$ cat src/rtl/branch_predictor_bht_pkg.sv
// -----------------------------------------------------------------------------
// branch_predictor_bht_pkg
// Shared definitions for the branch target buffer: default geometry, the
// derived default index width, and helpers that compute the counter
// reset (weakly-not-taken) and allocation (weakly-taken) values for any
// counter width.
// -----------------------------------------------------------------------------
package branch_predictor_bht_pkg;

    localparam int XLEN_DEF     = 32;
    localparam int ENTRIES_DEF  = 16;
    localparam int TAG_BITS_DEF = 8;
    localparam int CTR_BITS_DEF = 2;
    localparam int IDX_DEF      = $clog2(ENTRIES_DEF);

    // Weakly-not-taken: one below the taken threshold (0 for a 1-bit counter).
    function automatic int ctr_reset_val(input int bits);
        return (1 << (bits - 1)) - 1;
    endfunction

    // Weakly-taken: the smallest value whose MSB is set.
    function automatic int ctr_alloc_val(input int bits);
        return 1 << (bits - 1);
    endfunction

endpackage

$ cat src/rtl/branch_predictor_bht_if.sv
// -----------------------------------------------------------------------------
// branch_predictor_bht_if
// Bundles the lookup (IF stage), update (MEM stage), maintenance and
// statistics signals of the branch predictor.
//   master : fetch/resolve side, drives lookup, update, flush, stat_clear
//   slave  : predictor, drives hit/prediction and statistics outputs
// -----------------------------------------------------------------------------
interface branch_predictor_bht_if
    import branch_predictor_bht_pkg::*;
#(
    parameter int XLEN = XLEN_DEF
);
    // Lookup
    logic            lookup_valid_i;
    logic [XLEN-1:0] lookup_pc_i;
    logic            hit_o;
    logic            predict_taken_o;
    logic [XLEN-1:0] predict_target_o;
    // Update
    logic            update_valid_i;
    logic [XLEN-1:0] update_pc_i;
    logic            update_taken_i;
    logic [XLEN-1:0] update_target_i;
    logic            update_mispredict_i;
    // Maintenance and statistics
    logic            flush_i;
    logic            stat_clear_i;
    logic [31:0]     stat_branches_o;
    logic [31:0]     stat_mispredicts_o;

    modport master (
        output lookup_valid_i, lookup_pc_i,
        output update_valid_i, update_pc_i, update_taken_i,
        output update_target_i, update_mispredict_i,
        output flush_i, stat_clear_i,
        input  hit_o, predict_taken_o, predict_target_o,
        input  stat_branches_o, stat_mispredicts_o
    );

    modport slave (
        input  lookup_valid_i, lookup_pc_i,
        input  update_valid_i, update_pc_i, update_taken_i,
        input  update_target_i, update_mispredict_i,
        input  flush_i, stat_clear_i,
        output hit_o, predict_taken_o, predict_target_o,
        output stat_branches_o, stat_mispredicts_o
    );

endinterface

$ cat src/rtl/branch_predictor_bht_sat_counter.sv
// -----------------------------------------------------------------------------
// bp_sat_counter
// CTR_BITS-wide saturating up/down counter with a parallel load.
//   clk, rst_n : clock and asynchronous active-low reset (to RESET_VAL)
//   inc, dec   : step up / down, holding at all-ones / zero
//   load       : take load_val (highest priority)
//   count      : current value
// -----------------------------------------------------------------------------
module bp_sat_counter #(
    parameter int CTR_BITS  = 2,
    parameter int RESET_VAL = 1
) (
    input  logic                clk,
    input  logic                rst_n,
    input  logic                inc,
    input  logic                dec,
    input  logic                load,
    input  logic [CTR_BITS-1:0] load_val,
    output logic [CTR_BITS-1:0] count
);

    localparam logic [CTR_BITS-1:0] CTR_MAX = '1;

    // NOTE: state is written with <= so every flop samples pre-edge values.
    always_ff @(posedge clk or negedge rst_n) begin
        if (!rst_n) begin
            count <= CTR_BITS'(RESET_VAL);
        end else if (load) begin
            count <= load_val;
        end else if (inc && (count != CTR_MAX)) begin
            count <= count + CTR_BITS'(1);
        end else if (dec && (count != '0)) begin
            count <= count - CTR_BITS'(1);
        end
    end

endmodule

$ cat src/rtl/branch_predictor_bht.sv
// -----------------------------------------------------------------------------
// branch_predictor_bht
// Direct-mapped branch target buffer with per-entry saturating counters.
//   clk_i, reset_n_i : clock, asynchronous active-low reset
//   bus (slave)      : combinational lookup by fetch PC, registered update
//                      from branch resolution, flush, and 32-bit branch /
//                      mispredict statistics counters
// PC fields: index = pc[IDX+1:2], tag = pc[IDX+TAG_BITS+1:IDX+2].
// -----------------------------------------------------------------------------
module branch_predictor_bht
    import branch_predictor_bht_pkg::*;
#(
    parameter int XLEN     = XLEN_DEF,
    parameter int ENTRIES  = ENTRIES_DEF,
    parameter int TAG_BITS = TAG_BITS_DEF,
    parameter int CTR_BITS = CTR_BITS_DEF
) (
    input  logic                  clk_i,
    input  logic                  reset_n_i,
    branch_predictor_bht_if.slave bus
);

    localparam int IDX    = $clog2(ENTRIES);
    localparam int TAG_LO = IDX + 2;
    localparam int TAG_HI = IDX + TAG_BITS + 1;

    logic                valid_q  [ENTRIES];
    logic [TAG_BITS-1:0] tag_q    [ENTRIES];
    logic [XLEN-1:0]     target_q [ENTRIES];
    logic [CTR_BITS-1:0] ctr      [ENTRIES];

    logic [IDX-1:0]      lookup_idx;
    logic [TAG_BITS-1:0] lookup_tag;
    logic [IDX-1:0]      update_idx;
    logic [TAG_BITS-1:0] update_tag;
    logic                update_hit;
    logic                update_en;

    assign lookup_idx = bus.lookup_pc_i[IDX+1:2];
    assign lookup_tag = bus.lookup_pc_i[TAG_HI:TAG_LO];
    assign update_idx = bus.update_pc_i[IDX+1:2];
    assign update_tag = bus.update_pc_i[TAG_HI:TAG_LO];

    // Bits of the update PC outside index/tag do not take part in matching.
    logic unused_update_lo;
    assign unused_update_lo = ^bus.update_pc_i[1:0];
    if (TAG_HI + 1 < XLEN) begin : g_unused_hi
        logic unused_update_hi;
        assign unused_update_hi = ^bus.update_pc_i[XLEN-1:TAG_HI+1];
    end

    // ---------------------------------------------------------------- lookup
    // NOTE: every output gets a default first so always_comb cannot infer a latch.
    always_comb begin
        bus.hit_o            = 1'b0;
        bus.predict_taken_o  = 1'b0;
        bus.predict_target_o = bus.lookup_pc_i + XLEN'(4);
        if (bus.lookup_valid_i && valid_q[lookup_idx] && (tag_q[lookup_idx] == lookup_tag)) begin
            bus.hit_o = 1'b1;
            if (ctr[lookup_idx][CTR_BITS-1]) begin
                bus.predict_taken_o  = 1'b1;
                bus.predict_target_o = target_q[lookup_idx];
            end
        end
    end

    // ---------------------------------------------------------------- update
    assign update_hit = valid_q[update_idx] && (tag_q[update_idx] == update_tag);
    // Flush wins: a same-cycle update must leave no trace in the table.
    assign update_en  = bus.update_valid_i && !bus.flush_i;

    for (genvar g = 0; g < ENTRIES; g++) begin : g_ctr
        logic sel;
        assign sel = update_en && (update_idx == IDX'(g));

        bp_sat_counter #(
            .CTR_BITS  (CTR_BITS),
            .RESET_VAL (ctr_reset_val(CTR_BITS))
        ) u_ctr (
            .clk      (clk_i),
            .rst_n    (reset_n_i),
            .inc      (sel && update_hit && bus.update_taken_i),
            .dec      (sel && update_hit && !bus.update_taken_i),
            .load     (sel && !update_hit && bus.update_taken_i),
            .load_val (CTR_BITS'(ctr_alloc_val(CTR_BITS))),
            .count    (ctr[g])
        );
    end

    // NOTE: the table arrays are reset explicitly because reset must leave
    // tags and targets at 0, not merely invalid.
    always_ff @(posedge clk_i or negedge reset_n_i) begin
        if (!reset_n_i) begin
            for (int i = 0; i < ENTRIES; i++) begin
                valid_q[i]  <= 1'b0;
                tag_q[i]    <= '0;
                target_q[i] <= '0;
            end
        end else if (bus.flush_i) begin
            // Tags and targets stay; with valid cleared they are unreachable.
            for (int i = 0; i < ENTRIES; i++) begin
                valid_q[i] <= 1'b0;
            end
        end else if (bus.update_valid_i) begin
            if (update_hit) begin
                if (bus.update_taken_i) begin
                    target_q[update_idx] <= bus.update_target_i;
                end
            end else if (bus.update_taken_i) begin
                valid_q[update_idx]  <= 1'b1;
                tag_q[update_idx]    <= update_tag;
                target_q[update_idx] <= bus.update_target_i;
            end
        end
    end

    // ------------------------------------------------------------ statistics
    always_ff @(posedge clk_i or negedge reset_n_i) begin
        if (!reset_n_i) begin
            bus.stat_branches_o    <= '0;
            bus.stat_mispredicts_o <= '0;
        end else if (bus.stat_clear_i) begin
            bus.stat_branches_o    <= '0;
            bus.stat_mispredicts_o <= '0;
        end else if (bus.update_valid_i) begin
            bus.stat_branches_o <= bus.stat_branches_o + 32'd1;
            if (bus.update_mispredict_i) begin
                bus.stat_mispredicts_o <= bus.stat_mispredicts_o + 32'd1;
            end
        end
    end

endmodule

$ cat src/flat_wrapper.sv
// flat-port wrapper written by rule: the top's interface ports become plain ports
module branch_predictor_bht_flat import branch_predictor_bht_pkg::*;
#(
    parameter int XLEN     = XLEN_DEF,
    parameter int ENTRIES  = ENTRIES_DEF,
    parameter int TAG_BITS = TAG_BITS_DEF,
    parameter int CTR_BITS = CTR_BITS_DEF
)
  (clk_i, reset_n_i, bus_lookup_valid_i, bus_lookup_pc_i, bus_update_valid_i, bus_update_pc_i, bus_update_taken_i, bus_update_target_i, bus_update_mispredict_i, bus_flush_i, bus_stat_clear_i, bus_hit_o, bus_predict_taken_o, bus_predict_target_o, bus_stat_branches_o, bus_stat_mispredicts_o);
  branch_predictor_bht_if #(.XLEN(XLEN)) bus_i ();
  input  logic clk_i;
  input  logic reset_n_i;
  input wire logic [$bits(bus_i.lookup_valid_i)-1:0] bus_lookup_valid_i;
  input wire logic [$bits(bus_i.lookup_pc_i)-1:0] bus_lookup_pc_i;
  input wire logic [$bits(bus_i.update_valid_i)-1:0] bus_update_valid_i;
  input wire logic [$bits(bus_i.update_pc_i)-1:0] bus_update_pc_i;
  input wire logic [$bits(bus_i.update_taken_i)-1:0] bus_update_taken_i;
  input wire logic [$bits(bus_i.update_target_i)-1:0] bus_update_target_i;
  input wire logic [$bits(bus_i.update_mispredict_i)-1:0] bus_update_mispredict_i;
  input wire logic [$bits(bus_i.flush_i)-1:0] bus_flush_i;
  input wire logic [$bits(bus_i.stat_clear_i)-1:0] bus_stat_clear_i;
  output wire logic [$bits(bus_i.hit_o)-1:0] bus_hit_o;
  output wire logic [$bits(bus_i.predict_taken_o)-1:0] bus_predict_taken_o;
  output wire logic [$bits(bus_i.predict_target_o)-1:0] bus_predict_target_o;
  output wire logic [$bits(bus_i.stat_branches_o)-1:0] bus_stat_branches_o;
  output wire logic [$bits(bus_i.stat_mispredicts_o)-1:0] bus_stat_mispredicts_o;
  assign bus_i.lookup_valid_i = bus_lookup_valid_i;
  assign bus_i.lookup_pc_i = bus_lookup_pc_i;
  assign bus_i.update_valid_i = bus_update_valid_i;
  assign bus_i.update_pc_i = bus_update_pc_i;
  assign bus_i.update_taken_i = bus_update_taken_i;
  assign bus_i.update_target_i = bus_update_target_i;
  assign bus_i.update_mispredict_i = bus_update_mispredict_i;
  assign bus_i.flush_i = bus_flush_i;
  assign bus_i.stat_clear_i = bus_stat_clear_i;
  assign bus_hit_o = bus_i.hit_o;
  assign bus_predict_taken_o = bus_i.predict_taken_o;
  assign bus_predict_target_o = bus_i.predict_target_o;
  assign bus_stat_branches_o = bus_i.stat_branches_o;
  assign bus_stat_mispredicts_o = bus_i.stat_mispredicts_o;
  branch_predictor_bht #(.XLEN(XLEN), .ENTRIES(ENTRIES), .TAG_BITS(TAG_BITS), .CTR_BITS(CTR_BITS)) u_core (.clk_i(clk_i), .reset_n_i(reset_n_i), .bus(bus_i));
endmodule
$ cat config.mk
export PLATFORM = sky130hd
export DESIGN_NAME = branch_predictor_bht_flat
export DESIGN_NICKNAME = d
export VERILOG_FILES = /design/src/rtl/branch_predictor_bht_pkg.sv /design/src/rtl/branch_predictor_bht_if.sv /design/src/rtl/branch_predictor_bht_sat_counter.sv /design/src/rtl/branch_predictor_bht.sv /design/src/flat_wrapper.sv
export SDC_FILE = /design/constraint.sdc
export NUM_CORES = 2
export LEC_CHECK = 0
export CAP_MARGIN = 30
export CORE_ASPECT_RATIO = 1.2
export CORE_UTILIZATION = 50
export DETAILED_ROUTE_END_ITERATION = 7
export HOLD_SLACK_MARGIN = 0.03
export PLACE_DENSITY = 0.77
export SYNTH_ARGS = -nofsm -noshare
export SYNTH_HDL_FRONTEND = slang
export SYNTH_SLANG_ARGS = --single-unit
$ cat constraint.sdc
create_clock -name clk_i -period 8 [get_ports clk_i]
set_input_delay 1.6 -clock clk_i [delete_from_list [all_inputs] [get_ports clk_i]]
set_output_delay 1.6 -clock clk_i [all_outputs]
set_load 0.02 [all_outputs]
## Word level (Yosys, flattened, before mapping)

Cells that the tools add are included.

- Flip-flop bits (word level): 752
- Input bits: 104
- Logic and storage cells: 408

- $add $sub $neg: 35
- Order comparisons: 3
- Equal/unequal tests: 34
- Mux-type cells: 88
- Bitwise gates (word level): 5
- Reductions and logical operators: 177

Operators by type and width:

| kind | number |
|---|---|
| bitwise mux 512 bit | 1 |
| 2-to-1 mux 32 bit | 10 |
| logical AND 1 bit | 133 |
| binary-select mux 32 bit (select 4 bit) | 1 |
| bitwise mux 128 bit | 1 |
| demux 32 bit (select 4 bit) | 1 |
| 2-to-1 mux 2 bit | 50 |
| adder 32 x 1 -> 32 bit, second input constant | 2 |
| binary-select mux 8 bit (select 4 bit) | 2 |
| 2-to-1 mux 16 bit | 4 |
| nonzero test 3 bit | 16 |
| 2-to-1 mux 8 bit | 5 |
| nonzero test 2 bit | 20 |
| != test 2 bit, second input constant | 17 |
| adder 2 x 1 -> 2 bit, second input constant | 16 |
| adder 32 x 3 -> 32 bit, second input constant | 1 |
| demux 8 bit (select 4 bit) | 1 |
| equality test 4 bit, second input constant | 8 |
| subtractor 2 x 1 -> 2 bit, second input constant | 16 |
| equality test 4 x 3 -> 1 bit, second input constant | 4 |
| equality test 8 bit | 2 |
| bitwise OR 16 bit | 1 |
| >= comparator 5 bit, second input constant | 2 |
| NOT 4 -> 5 bit | 2 |
| 13 further kinds | 26 |

## Depth between registers and ports, before layout

- Depth after elaboration: 12
- Mapped depth: 13

## Modules after synthesis

From an unflattened synthesis, not the netlist that was laid out.

- Cells, all modules: 3,508
- Area total of the unflattened synthesis: 37,968.9 um2

Modules (own cells, without submodules):

| module | instances | cells each | area an instance (um2) | seq. area each (um2) |
|---|---|---|---|---|
| branch_predictor_bht | 1 | 3,316 | 36,067.1 | 18,017.3 |
| bp_sat_counter | 16 | 12 | 118.9 | 51.3 |

## Worst setup path before layout

No wires, ideal clock.

- Path kind: in2out
- Start: in bus_lookup_pc_i[2]
- End: out bus_predict_target_o[0]
- Arrival time: 4,539 ps
- Slack: 1,861 ps
- Stages on the path: 8
- Buffers on the path: 5
- Cell sequence: clkbuf_1 > buf_2 > buf_2 > clkbuf_1 > buf_1 > mux4_2 > mux4_2 > mux2_2

- Word-level cells in the longest chain between the ends: 7

RTL lines:

| element | RTL line | text |
|---|---|---|
| start: declaration | flat_wrapper.sv:14 | `input wire logic [$bits(bus_i.lookup_pc_i)-1:0] bus_lookup_pc_i;` |
| NOT 4 -> 5 bit (implied by the code) (*) | branch_predictor_bht.sv:58, branch_predictor_bht.sv:60, branch_predictor_bht.sv:62 |  |
| binary-select mux 8 bit (select 4 bit) / binary-select mux 1 bit (select 4 bit) (equally long branches) | branch_predictor_bht.sv:58 | `if (bus.lookup_valid_i && valid_q[lookup_idx] && (tag_q[lookup_idx] == lookup_tag)) begin` |
| 2-to-1 mux 8 bit (implied by the code) / 2-to-1 mux 1 bit (equally long branches) (2 in series) | branch_predictor_bht.sv:58 |  |
| equality test 8 bit / logical AND 1 bit (equally long branches) | branch_predictor_bht.sv:58 |  |
| logical AND 1 bit | branch_predictor_bht.sv:58 |  |
| 2-to-1 mux 32 bit (*) | branch_predictor_bht.sv:58 |  |
| end: declaration | flat_wrapper.sv:24 | `output wire logic [$bits(bus_i.predict_target_o)-1:0] bus_predict_target_o;` |

Every way passes the cells marked *; elsewhere a longest branch is shown, timed or not. The select of a mux whose other input is x is not followed.

## Worst setup path after layout

- Start: in bus_lookup_pc_i[5]
- End: out bus_predict_target_o[21]

- Word-level cells in the longest chain between the ends: 7

RTL lines:

| element | RTL line |
|---|---|
| parallel branches: the longest is 6 deep, another holds adder 32 x 3 -> 32 bit | n/a |
| 2-to-1 mux 32 bit (*) | branch_predictor_bht.sv:58 |

Every way passes the cells marked *. The select of a mux whose other input is x is not followed.

==> impl_metrics.ini <==
[clocking]
postCtsHoldBufs = 0
root_buffer = clkbuf_16
cts_max_path_buffers = 3
htreeDepth = 3
cts.sinks = 752
ctsResizeCount = 0
cts_buffers = 77
clk_pin_slew_worst_paths_ps = 60
clk_latency_ps = 630
cts_tree = done
cts_setup_buffers = 0

[layout]
final_util_pct = 58.3
fillers = 5466
nets = 3012
area_growth_pct = 14.9
drive_gt1_share_pct = 34.8
stdcell_count = 3905

[global_routing]
grt_max_degree = 201
antenna_found_initial = 7
gr-total-overflow = 0
grt_use_total_pct = 26.8
grt_pass1_wl_mm = 154
grt_pass1_vias = 26300

[synth]
yosysWarningCount = 0
synth_cells = 2795
synth_nets = 2902
ys_seq_elements = 752
syn_area_mm2 = 0.0368
synth_common_cells = dfrtp_1 (736), mux2_2 (543), nand2_1 (455)
synth_edf_count = 0
synthFlopType = dfrtp_1
synthArstFlopShare_pct = 100
synthTopCellsByArea = dfrtp_1 (50%), mux2_2 (17%), mux4_2 (14%)
seq_area_frac_synth_pct = 51.2
avgSynthCellArea_um2 = 13.2
yosysMostFrequentCell = dfrtp_1
synth_top_area_share_pct = 50.1
yosys.area.top_type = dfrtp_1
ys_types = 62

[timing]
tns_ps = 0
fmax_ghz = 0.137
hold_ws_ps = 467
hold_violations = 0
rsz0062_at_grt = false
clock_skew_ps = 15.5
fin_crit_sh_pct = 91.3
timing.final.setup_violations = 0
min_period_ps = 7300
slew_violations = 0
tightest_slew_ps = 1140
maxSlewHeadroom_pct = 24.1

[job]
maxCapViolCount = 0

[die]
start_util_pct = 50.7
core_area_mm2 = 0.0726
die-area_mm2 = 0.0747
fp-row-count = 108
die_w_um = 250
ios = 202
die_h_um = 299

[worst_setup_path]
rr_startpoint = u_core.tag_q[8]
cp.arrival_ps = 5700
rrSetupSlack_ps = 3780
worst-path-max-fanout = 30
crit_start = bus_lookup_pc_i[5]
reg2reg_to = u_core.tag_q[1]
reg2regPathDepth = 8
critPathLaunchType = input port
crit_required_ps = 6400
end_kind = primary output
path_class = in2out

[pwr]
seqPwrFrac_pct = 47.2
ir_worst_vdd_uv = 162
switching_share_pct = 24.8
p_leak_nw = 19.1
p_int_mw = 7.19
combPwrFrac_pct = 13.5
power_mw = 9.56
power_density_mw_per_mm2 = 226
switchingPower_mw = 2.37
clock_power_share_pct = 39.3

[drt]
drc = 0
first_iter_violations = 2172
via_count = 24600
viasPerCell = 6.30
routed_wl_mm = 98.9
postRouteAntennaNets = 0
drtPass1Iterations = 7
wl_per_cell_um = 25.3

[min_path]
hold_start = u_core.target_q[135]
min_path_cells = 2
hold_end = u_core.target_q[135]
min-delay-path-class = reg2reg

[run_status]
outcome = finished clean

[place]
io_buffer_count = 181
hpwl_mm = 58.5
gp_routability_congestion = 0.859
place_inst = 3759
stage by stage:
stage / worst slack (ps) / area [um2]
2_1_floorplan: 1860 / 36800
3_3_place_gp: 801 / 39400
3_5_place_dp: 768 / 39600
4_1_cts: 766 / 42200
5_1_grt: 565 / 42300
6_report: 695 / 42300
how the worst max path moves through the flow:
stage               slack, ps                  endpoint
floorplan                1860   bus_predict_target_o[0]
global placement          800  bus_predict_target_o[13]
detailed placement        770  bus_predict_target_o[21]
CTS                       770  bus_predict_target_o[21]
global route              560  bus_predict_target_o[20]
finish                    700  bus_predict_target_o[21]
registers in the layout (all words and copies together) (netlist names):
| signal | cells |
|---|---|
| u_core.valid_q | 16 |
| u_core.bus.stat_mispredicts_o | 32 |
| u_core.target_q | 512 |
| u_core.g_ctr.u_ctr.count | 32 |
| u_core.tag_q | 128 |
| u_core.bus.stat_branches_o | 32 |
critical path, stage by stage:
cell and delay, ps:
clkdlybuf4s50_1 880, buf_4 290, mux4_2 310, mux2i_1 220
mux2i_1 170, xor2_1 210, nor4_1 380, o2111a_2 410
buf_12 280, mux2_2 370, clkdlybuf4s50_1 540
layer usage:
layer | wire length, um | up-vias | global-route usage (%)
li1 | - | 10400 | -
met1 | 39600 | 13000 | 34.6
met2 | 49200 | 984 | 44.6
met3 | 6120 | 244 | 4.60
met4 | 3930 | 6 | 12.0
met5 | 47 | - | 0
cell families (layout without fill, tap and decap cells):
kind of cell	count (synthesis)	after routing	share of synthesized area, %
buf+inv	237	408	2.69
other cells	0	4	0
fa+ha+maj	3	3	0.102
xor+xnor	101	101	2.40
mux	810	810	31.6
compound gates	189	189	3.78
flops	752	752	51.2
simple gates	703	703	8.20
placed cells by master (no fill, tap or decap), types with 9 or more instances in the layout:
cell,netlist,routed
dfrtp_1,736,736
mux2_2,543,543
nand2_1,455,447
mux4_2,228,228
clkdlybuf4s50_1,0,173
nor2_1,81,80
clkbuf_16,0,80
xnor2_1,54,54
buf_4,2,48
xor2_1,47,47
a21oi_1,42,42
mux2i_1,39,39
nor3_1,31,30
o21ai_0,29,29
nand3_1,31,28
inv_1,27,26
nand4_1,26,26
clkbuf_8,0,21
a22oi_1,19,19
and3_1,18,17
or3_1,18,17
o21ai_1,16,16
clkbuf_1,154,16
dfstp_2,16,16
o22ai_1,14,14
clkinv_2,0,12
o311ai_0,12,12
o41ai_2,12,12
a21oi_2,11,11
nor2b_1,9,9
power by group through the flow:
stage | registers (mW) | clock network (mW) | logic [mW]
floorplan | 4.47 | 0 | 0.918
global placement | 4.51 | 0 | 1.22
detailed placement | 4.56 | 0 | 1.29
CTS | 4.50 | 3.81 | 1.30
global route | 4.55 | 3.95 | 1.39
finish | 4.51 | 3.76 | 1.29
area by class of cell:
| cell class | instances | area (um2) | area share (%) |
|---|---|---|---|
| tap | 935 | 1170 | 2.77 |
| clock buffer | 117 | 2350 | 5.56 |
| clock inverter | 23 | 303 | 0.716 |
| multi-input combinational | 1806 | 17000 | 40.3 |
| timing repair buffer | 241 | 2470 | 5.83 |
| sequential | 752 | 18800 | 44.6 |
| inverter | 27 | 103 | 0.243 |
| antenna | 4 | 10.0 | 0.0237 |
(Power assumes the default switching activity.)
